<file path="src/rtl/alu_pkg.sv">
// Shared definitions for the bit-serial ALU sequencer.
//   SEL_*  : op select codes understood by ALU1bit
//   state_t: sequencer state encoding
package alu_pkg;

   localparam logic [1:0] SEL_AND  = 2'b00;
   localparam logic [1:0] SEL_OR   = 2'b01;
   localparam logic [1:0] SEL_XOR  = 2'b10;
   localparam logic [1:0] SEL_NOTA = 2'b11;

   typedef enum logic [1:0] {
      ST_IDLE  = 2'd0,
      ST_SHIFT = 2'd1,
      ST_DONE  = 2'd2
   } state_t;

endpackage

</file>
<file path="src/rtl/ALU1bit.sv">
// Single-bit combinational ALU.
//   a, b : operand bits
//   sel  : 00 AND, 01 OR, 10 XOR, 11 NOT a
//   y    : result bit
module ALU1bit
   import alu_pkg::*;
(
   input  logic       a,
   input  logic       b,
   input  logic [1:0] sel,
   output logic       y
);

   always_comb begin
      case (sel)
         SEL_AND: y = a & b;
         SEL_OR:  y = a | b;
         SEL_XOR: y = a ^ b;
         default: y = ~a;
      endcase
   end

endmodule

</file>
<file path="src/rtl/alu_serial_seq.sv">
// Bit-serial sequencer in front of ALU1bit. Accepts WIDTH-bit operands, feeds
// one bit pair per cycle (LSB first) through the 1-bit ALU and returns the
// reassembled word over a valid/ready handshake.
//   clk, rst            : clock, async active-high reset
//   in_valid/in_ready   : operand handshake (in_ready only in IDLE)
//   in_a, in_b, in_sel  : operands and op select
//   out_valid/out_ready : result handshake (out_valid only in DONE)
//   out_y               : result word, updated on entry to DONE
//   busy                : high in SHIFT or DONE
//
// state    | meaning
// ---------+-----------------------------------------------------------
// ST_IDLE  | waiting for operands, in_ready high
// ST_SHIFT | one bit pair per cycle through ALU1bit, WIDTH cycles
// ST_DONE  | result presented, held until out_ready
module alu_serial_seq
   import alu_pkg::*;
#(
   parameter int WIDTH = 8
) (
   input  logic             clk,
   input  logic             rst,
   input  logic             in_valid,
   output logic             in_ready,
   input  logic [WIDTH-1:0] in_a,
   input  logic [WIDTH-1:0] in_b,
   input  logic [1:0]       in_sel,
   output logic             out_valid,
   input  logic             out_ready,
   output logic [WIDTH-1:0] out_y,
   output logic             busy
);

   localparam int              CNT_W    = $clog2(WIDTH);
   localparam logic [CNT_W-1:0] CNT_LAST = CNT_W'(WIDTH - 1);

   state_t           state;
   state_t           state_nxt;
   logic [WIDTH-1:0] a_sh;
   logic [WIDTH-1:0] b_sh;
   logic [WIDTH-1:0] result;
   logic [WIDTH-1:0] y_q;
   logic [1:0]       sel_q;
   logic [CNT_W-1:0] cnt;
   logic             y_bit;
   logic             accept;
   logic             last_bit;

   ALU1bit u_alu (
      .a   (a_sh[0]),
      .b   (b_sh[0]),
      .sel (sel_q),
      .y   (y_bit)
   );

   assign accept   = in_valid && in_ready;
   assign last_bit = (state == ST_SHIFT) && (cnt == CNT_LAST);

   always_ff @(posedge clk or posedge rst) begin
      if (rst) state <= ST_IDLE;
      else     state <= state_nxt;
   end

   always_comb begin
      state_nxt = state;
      case (state)
         ST_IDLE:  if (accept)                 state_nxt = ST_SHIFT;
         ST_SHIFT: if (last_bit)               state_nxt = ST_DONE;
         ST_DONE:  if (out_valid && out_ready) state_nxt = ST_IDLE;
         default:                              state_nxt = ST_IDLE;
      endcase
   end

   // Outputs decode from registered state only, so neither handshake has a
   // combinational path from its own input.
   always_comb begin
      in_ready  = (state == ST_IDLE);
      out_valid = (state == ST_DONE);
      busy      = (state == ST_SHIFT) || (state == ST_DONE);
      out_y     = y_q;
   end

   always_ff @(posedge clk or posedge rst) begin
      if (rst) begin
         a_sh   <= '0;
         b_sh   <= '0;
         sel_q  <= '0;
         cnt    <= '0;
         result <= '0;
         y_q    <= '0;
      end else if (accept) begin
         a_sh   <= in_a;
         b_sh   <= in_b;
         sel_q  <= in_sel;
         cnt    <= '0;
         result <= '0;
      end else if (state == ST_SHIFT) begin
         result <= {y_bit, result[WIDTH-1:1]};
         a_sh   <= a_sh >> 1;
         b_sh   <= b_sh >> 1;
         // Counter parks at the last index instead of wrapping.
         if (!last_bit) cnt <= cnt + 1'b1;
         // Output word is loaded once, with the final bit folded in.
         if (last_bit)  y_q <= {y_bit, result[WIDTH-1:1]};
      end
   end

endmodule

</file>
<file path="config.mk">
export PLATFORM = sky130hd
export DESIGN_NAME = alu_serial_seq
export DESIGN_NICKNAME = d
export VERILOG_FILES = /design/src/rtl/alu_pkg.sv /design/src/rtl/ALU1bit.sv /design/src/rtl/alu_serial_seq.sv
export SDC_FILE = /design/constraint.sdc
export NUM_CORES = 1
export LEC_CHECK = 0
export CORE_ASPECT_RATIO = 1.2
export CORE_MARGIN = 2
export CORE_UTILIZATION = 55
export CTS_CLUSTER_DIAMETER = 40
export DETAILED_ROUTE_END_ITERATION = 10
export GPL_ROUTABILITY_DRIVEN = 0
export PLACE_DENSITY = 0.83
export SETUP_SLACK_MARGIN = 0.3
export SLEW_MARGIN = 20
export SYNTH_ARGS = -nofsm -noshare
export SYNTH_HDL_FRONTEND = slang
export SYNTH_SLANG_ARGS = --single-unit
</file>
<file path="constraint.sdc">
create_clock -name clk -period 4.33 [get_ports clk]
set_input_delay 0.433 -clock clk [delete_from_list [all_inputs] [get_ports clk]]
set_output_delay 0.433 -clock clk [all_outputs]
set_load 0.02 [all_outputs]
</file>
* After elaboration in Yosys (flattened, before gate mapping)
Cells that the tools add are included.
** Word-level totals
- Output and inout bits :: 11
- Input bits :: 22
- Logic and storage cells :: 46
- Register bits after elaboration :: 39
** Operators by class
- Reductions and logical operators :: 10
- Bitwise operators :: 5
- Equality and inequality tests :: 9
- Mux-type cells :: 14
- Add/subtract/negate cells :: 1
** Operator list (number)
- 8-bit two-way mux :: 6
- 3-bit two-way mux :: 3
- 2-bit two-way mux :: 3
- 2-bit one-hot mux with 3 select lines :: 1
- 3-bit AND reduction :: 2
- 2-bit by 1-bit == test with 1-bit output, second input constant :: 2
- 2-bit == test, second input constant :: 2
- 2-bit zero test :: 2
- 2-bit by 1-bit != test with 1-bit output, second input constant :: 2
- 2-bit != test, second input constant :: 2
- 3-bit by 1-bit adder with 3-bit output, second input constant :: 1
- 3-bit == test, second input constant :: 1
- 1-bit logical AND :: 3
- 1-bit one-hot mux with 3 select lines :: 1
- 1-bit NOT :: 2
- 2-bit AND reduction :: 1
- 2-bit nonzero test :: 1
- 1-bit AND :: 1
- 1-bit logical OR :: 1
- 1-bit OR :: 1
- 1-bit XOR :: 1

* Longest topological paths before layout
Gate-level depths: netlist (run 1).
- Depth after elaboration :: 5
- Depth in mapped cells :: 7
- Depth with buffers taken out :: 5

* By module
A second synthesis (run 1) with hierarchy kept.
** Unflattened totals
- Cells, all modules :: 148
- Area, all modules :: 1799.2 um^2
** Modules (own cells, without submodules)
- alu_serial_seq :: cells an instance 142, area an instance 1740.4 um^2, instances 1, sequential area each 950.9 um^2
- ALU1bit :: cells an instance 6, area an instance 58.8 um^2, instances 1, sequential area each 0.0 um^2

* Worst setup path after synthesis (run 1)
OpenSTA, ideal clock, no wires.
- Path kind :: register to register
- Start point :: register state[0]
- End point :: register y_q[0] (netlist: out_y[0])
- Cell stages (with the launch flop) :: 7
- Arrival :: 1.552 ns
- Period minus slack after synthesis :: 1.677 ns
- Path slack :: 2.653 ns
- Required time :: 4.205 ns
- Path buffers :: 1
- Setup time :: 0.125 ns
- Cell sequence :: dfrtp_1 inv_1 ha_1 nand2_2 and3_1 buf_6 mux2_4
** On the way
- Word-level cells in the longest chain between the ends :: 4
- Elaborated cells between the ends (all ways) :: 6
- Those cells by class :: eq/ne: 1; bitwise: 1; reduce/logical: 4
** Ends and longest elaborated chain
- start, declared :: line alu_serial_seq.sv:37 : state_t state;
- start signal, assigned :: line alu_serial_seq.sv:61 : else state <= state_nxt;
- 2-bit zero test :: line alu_serial_seq.sv:77 : in_ready = (state == ST_IDLE);
- via in_ready :: line alu_serial_seq.sv:24 : output logic in_ready,
- 1-bit logical AND :: line alu_serial_seq.sv:56 : assign accept = in_valid && in_ready;
- 1-bit NOT (no line)
- 3-bit AND reduction (no line)
- end signal, assigned :: line alu_serial_seq.sv:104 : if (last_bit) y_q <= {y_bit, result[WIDTH-1:1]};
- end, declared :: line alu_serial_seq.sv:42 : logic [WIDTH-1:0] y_q;
The timed path passes the listed nets, and every way through them passes these cells.
A chain may end at the register's enable or synchronous reset.

* Final worst setup path (run 1)
- Start point :: register state[0]
- End point :: output in_ready
** On the way
- Word-level cells in the longest chain between the ends :: 1
** Ends and longest elaborated chain (line)
- 2-bit zero test :: alu_serial_seq.sv:77
- end, declared :: alu_serial_seq.sv:24
No other way between the ends.

==> impl_summary.log, run 1 <==
[metrics] Row Count: 22
[metrics] half-perimeter wire length after detailed placement: 2.17 mm
[metrics] nature of the critical path endpoint: output port
[metrics] unrepaired setup endpoints after global routing: no
[metrics] total length of routed wires: 3.02 mm
[metrics] # IOs: 33
[metrics] vias post-DR: 1175
[metrics] Root Driver: clkbuf_4
[metrics] number of cells produced by synthesis: 153
[metrics] dominant cell by count in the synthesized netlist: dfrtp_1
[metrics] Leak Pwr: 0.00104 uW
[metrics] H-tree level count: 2
[metrics] number of endpoints with negative hold slack in the final report: 0
[metrics] power density of the placed cells: 609 mW/mm^2
[metrics] GRT overflow: 0
[metrics] top cell types by occurrence after synthesis: dfrtp_1 (38), nand2_1 (24), mux2i_1 (22), o21ai_0 (14), nor2_1 (9)
[metrics] type of origin of the critical path: register
[metrics] final antenna-violating net count: 0
[metrics] total instance count after detailed placement: 214
[metrics] 1st-pass router iterations: 4
[metrics] EDFF count, synth: 0
[metrics] routed vias/inst: 5.29
[metrics] y dimension of the die: 66.7 um
[metrics] Critical Setup Path Class: register to output port
[metrics] startpoint of the most critical register-to-register path: state[1]
[metrics] wire length of the first global-routing pass: 5.49 mm
[metrics] Clock Skew: 2.93 ps
[metrics] clock-pin slew reported for the worst setup and hold paths after clock tree synthesis: 110 ps
[metrics] share of the yosys chip area belonging to registers: 52.7%
[metrics] synthesized flop and latch total: 38
[metrics] r2r endpoint: out_y[5]
[metrics] Worst R2R Path Depth: 5
[metrics] hold buffer count at CTS: 0
[metrics] worst skew pair latency: 340 ps
[metrics] # resized after CTS: 0
[metrics] CP required: 3900 ps
[metrics] Final setup violation count: 0
[metrics] final worst path period share: 51.2%
[metrics] number of DRC markers in iteration 0: 18
[metrics] Cell Area, Synth: 0.00180 sq mm
[metrics] share of post-route cells with drive strength above 1: 12.9%
[metrics] number of different library cells in the post-synthesis netlist: 23
[metrics] worst vdd ir: 377 uV
[metrics] global routing usage summed across all routing layers: 19.7%
[metrics] post-CTS setup-driven buffer insertion count: 0
[metrics] overall die width: 56.3 um
[metrics] top cells by area, synth: dfrtp_1 (53%), mux2i_1 (12%), mux2_4 (6.7%)
[metrics] Final Non-Filler Cells: 222
[metrics] number of nets produced by synthesis: 183
[metrics] number of clock buffers inserted by TritonCTS: 5
[metrics] post-layout min period: 2220 ps
[metrics] Setup TNS Final: 0 ps
[metrics] # Max-Cap Violations: 0
[metrics] buffers added on ports: 32
[metrics] Routed WL per cell: 13.6 um
[metrics] Bufs on Longest Clock Path: 2
[metrics] Max Freq: 451 MHz
[metrics] FFs w/ async S/R, synth: 100%
[metrics] area grow syn2layout: 21.7%
[metrics] r2r setup slk: 2280 ps
[metrics] pins over their slew limit: 0
[metrics] most instantiated flip-flop cell in the synthesis netlist: dfrtp_1
[metrics] worst hold path class: input port to async pin
[metrics] final-stage net count: 215
[metrics] most area-hungry cell type in the Yosys netlist: dfrtp_1
[metrics] total clock sinks: 38
[metrics] Die Area: 0.00375 sq mm
[metrics] fraction of synthesized cell area taken by the top area cell type: 52.7%
[metrics] worst slew pin tran: 632 ps
[metrics] starting density of the core: 58.5%
[metrics] area of the core: 0.00308 sq mm
[metrics] largest net degree at the start of global routing: 43
[metrics] Yosys warnings: 0
[metrics] Ant. Diodes: 0
[metrics] synthesized area per cell: 11.8 sq um
[metrics] residual DRC count: 0
[metrics] number of global-route vias before repair: 1246
[metrics] Max-slew headroom: 57.9%
[metrics] Crit Path Max Fanout: 4
[metrics] antenna violations before repair: 0
[metrics] run status: completed
[metrics] arrival time reported for the critical path endpoint: 1790 ps
[metrics] clock tree from TritonCTS: done
-- critical path: stages (launching register included) --
cell and delay (ps):
dfrtp_1 410, inv_1 110, ha_1 270, clkdlybuf4s50_1 650
-- through the flow --
stage / hold slack [ps] / setup WS [ps] / instance area (sq um) / utilization [%] / total power [uW]
floorplan: 449 / 2650 / 1800 / - / 998
global placement: 464 / 2000 / 2130 / 69.2 / 1110
detailed placement: 490 / 1930 / 2130 / 69.2 / 1160
CTS: 485 / 2060 / 2190 / 71.1 / 1360
global route: 513 / 2000 / 2190 / 71.1 / 1440
finish: 486 / 2110 / 2190 / 71.1 / 1330
-- logic make-up (layout without fill, tap and decap cells) --
family	after synthesis	in the layout	share of synthesized area [%]
compound gates	16	16	5.20
flops	38	38	52.7
buf+inv	17	50	4.51
simple gates	40	40	9.92
fa+ha+maj	8	8	5.55
mux	33	33	21.6
xor+xnor	1	1	0.486
-- cells in the final DEF (no fill, tap or decap), drive strengths merged --
cell,n
a221oi,1
clkinv,1
nor2b,1
mux2,10
and3,1
a31o,1
o21ai,14
nand3b,2
dfrtp,38
clkdlybuf4s50,32
mux4,1
nand2,25
inv,8
xnor2,1
ha,8
buf,2
nor2,9
and2,1
nor3b,1
mux2i,22
clkbuf,7
-- routing by layer --
| layer | part of all wire [%] | track usage, % | up-vias | wire length (um) |
|---|---|---|---|---|
| li1 | - | - | 573 | - |
| met1 | 42 | 21.1 | 570 | 1260 |
| met2 | 53 | 35.3 | 29 | 1590 |
| met3 | 4.4 | 7.18 | 3 | 134 |
| met4 | 1.3 | 8.04 | 0 | 38 |
| met5 | 0 | 0 | - | 0 |
-- state kept, by name, indices dropped and copies added (netlist names) --
signal	cells
b_sh	8
a_sh	8
result	7
out_y	8
sel_q	2
state	2
cnt	3
-- power by group --
part | total (uW) | switching, uW | internal, uW
combinational | 575 | 289 | 285
clock | 192 | 113 | 78.7
sequential | 568 | 82.0 | 486
total | 1330 | 484 | 850
-- worst max path at each step --
stage / depth (start not counted) / startpoint / slack (ps) / to
floorplan: 6 / state[0] / 2650 / out_y[0]
global placement: 4 / in_valid / 2000 / result[7]
CTS: 5 / state[0] / 2060 / result[7]
finish: 3 / state[0] / 2110 / in_ready
detailed placement: 4 / in_valid / 1930 / result[7]
global route: 3 / state[1] / 2000 / in_ready
-- layout make-up --
cell class / instances / area, sq um
inverters: 8 / 30.0
clock buffers: 7 / 55.1
clock inverters: 1 / 5.00
fillers: 228 / 890
well taps: 36 / 45.0
multi-input cells: 98 / 772
flip-flops and latches: 38 / 951
repair buffers: 34 / 335
Power figures use the tool's default switching activity.
==> run 2: changes to the inputs <==
--- a/config.mk
+++ b/config.mk
@@ -7,11 +7,11 @@
 export LEC_CHECK = 0
 export CORE_ASPECT_RATIO = 1.2
 export CORE_MARGIN = 2
-export CORE_UTILIZATION = 55
+export CORE_UTILIZATION = 46
 export CTS_CLUSTER_DIAMETER = 40
 export DETAILED_ROUTE_END_ITERATION = 10
 export GPL_ROUTABILITY_DRIVEN = 0
-export PLACE_DENSITY = 0.83
+export PLACE_DENSITY = 0.74
 export SETUP_SLACK_MARGIN = 0.3
 export SLEW_MARGIN = 20
 export SYNTH_ARGS = -nofsm -noshare
==> constraint.sdc (replaced) <==
create_clock -name clk -period 1.9 [get_ports clk]
set_input_delay 0.19 -clock clk [delete_from_list [all_inputs] [get_ports clk]]
set_output_delay 0.19 -clock clk [all_outputs]
set_load 0.02 [all_outputs]
==> run 2 against run 1 <==
Combinational power grew 150%. Clock power grew to 3.0 times the previous value. Via count grew 1.7%. Largest power group unchanged. Highest routed layer unchanged. Final area grew 4.8%. Core utilization shrank 8.9 points. Flip-flop and latch count is the same. Sequential power grew 130%. Global-route usage shrank 2.7 points. Largest cell class unchanged.
==> impl_summary.log, run 2 (synthesis gave the netlist of run 1 again) <==
[metrics] run status: completed
[metrics] worst slew pin tran: 474 ps
[metrics] residual DRC count: 0
[metrics] worst hold path class: input port to async pin
[metrics] number of endpoints with negative hold slack in the final report: 0
[metrics] CP required: 2080 ps
[metrics] number of global-route vias before repair: 1221
[metrics] clock tree from TritonCTS: done
[metrics] share of post-route cells with drive strength above 1: 18.8%
[metrics] total length of routed wires: 3.31 mm
[metrics] overall die width: 61.2 um
[metrics] y dimension of the die: 72.6 um
[metrics] largest net degree at the start of global routing: 39
[metrics] power density of the placed cells: 1430 mW/mm^2
[metrics] Bufs on Longest Clock Path: 2
[metrics] routed vias/inst: 4.90
[metrics] Max Freq: 629 MHz
[metrics] number of DRC markers in iteration 0: 25
[metrics] worst skew pair latency: 290 ps
[metrics] starting density of the core: 48.8%
[metrics] clock-pin slew reported for the worst setup and hold paths after clock tree synthesis: 70 ps
[metrics] post-layout min period: 1590 ps
[metrics] # Max-Cap Violations: 0
[metrics] vias post-DR: 1195
[metrics] type of origin of the critical path: register
[metrics] Routed WL per cell: 13.5 um
[metrics] final antenna-violating net count: 0
[metrics] wire length of the first global-routing pass: 5.42 mm
[metrics] area grow syn2layout: 27.5%
[metrics] Placement Cell Area: 0.00218 sq mm
[metrics] unrepaired setup endpoints after global routing: yes
[metrics] Ant. Diodes: 0
[metrics] Die Area: 0.00444 sq mm
[metrics] total clock sinks: 38
[metrics] antenna violations before repair: 0
[metrics] number of clock buffers inserted by TritonCTS: 5
[metrics] final design area excluding fillers: 0.00230 sq mm
[metrics] Critical Setup Path Class: register to register
[metrics] hold buffer count at CTS: 0
[metrics] Clock Skew: 7.87 ps
[metrics] final-stage net count: 221
[metrics] Crit Path Max Fanout: 3
[metrics] 1st-pass router iterations: 4
[metrics] leading cell type in the layout, fill and taps excluded: dfrtp_1
[metrics] nature of the critical path endpoint: register
[metrics] worst vdd ir: 711 uV
[metrics] Final setup violation count: 0
[metrics] GRT overflow: 0
[metrics] Root Driver: clkbuf_8
[metrics] arrival time reported for the critical path endpoint: 1770 ps
[metrics] pins over their slew limit: 0
[metrics] most frequent cells in the layout: dfrtp_1 (38), clkdlybuf4s50_1 (29), nand2_1 (24), mux2i_1 (22), o21ai_0 (14)
[metrics] # IOs: 33
[metrics] Leak Pwr: 0.00108 uW
[metrics] buffers added on ports: 32
[metrics] global routing usage summed across all routing layers: 17.0%
[metrics] final worst path period share: 83.6%
[metrics] Setup TNS Final: 0 ps
[metrics] area of the core: 0.00369 sq mm
[metrics] Row Count: 24
[metrics] H-tree level count: 2
[metrics] Max-slew headroom: 68.4%
[metrics] half-perimeter wire length after detailed placement: 2.38 mm
==> run 2: cell count changes in the layout (fill, tap and decap cells not counted), sizes merged <==
cell and change:
buf +6, clkdlybuf4s50 -3, clkbuf +2, dlygate4sd2 +1
==> run 2: critical path, stage by stage (launching register included) <==
cell,delay (ps)
dfrtp_1,380
inv_1,50
ha_1,290
mux4_2,480
mux2_4,280
==> run 2: where the power goes <==
part	total, uW	internal (uW)	switching [uW]
registers	1300	1110	190
clock network	569	292	277
logic	1420	713	703
==> run 2: path summary, 6_finish.rpt <==
| check | from | end | slack, ps | depth (start not counted) |
|---|---|---|---|---|
| setup reg to reg | b_sh[0] | out_y[7] | 310 | 4 |
| hold / removal | rst | out_y[0] | 300 | 3 |
| setup / recovery | b_sh[0] | out_y[7] | 310 | 4 |
| max in group asynchronous | rst | state[0] | 1260 | 3 |
| hold reg to reg | out_y[0] | out_y[0] | 510 | 1 |
| min in group clk | in_sel[1] | sel_q[1] | 440 | 3 |
==> run 2: area by class of cell <==
| type | instances | area (sq um) |
|---|---|---|
| fillers | 311 | 1400 |
| multi-input cells | 98 | 788 |
| repair buffers | 40 | 373 |
| well taps | 52 | 65.1 |
| flip-flops and latches | 38 | 951 |
| clock buffers | 7 | 86.3 |
| clock inverters | 1 | 5.00 |
| inverters | 8 | 30.0 |
==> run 2: through the flow <==
stage               std cells  utilization (%)  setup WS [ps]  hold WS [ps]  power (uW)
finish                    244             62.2            311           299        3290
global route              244             62.2            249           357        3530
CTS                       242             61.6            288           310        3270
detailed placement        233             58.9            129           504        2690
global placement          233             58.9            191           476        2590
floorplan                 153                -            314           295        2290
==> run 2: timing repair <==
item	4_1_cts	5_1_grt
pin swaps	0	0
setup buffers	1	2
resized for setup	7	7
setup endpoints to repair	14	21
==> run 2: metal layers <==
metal  vias up  track usage (%)  share of wire (%)
met5         -                0                  0
met4         0             7.97                2.1
met3         7             6.03                4.9
met2        27             29.1                 53
met1       582             18.3                 40
li1        579                -                  -
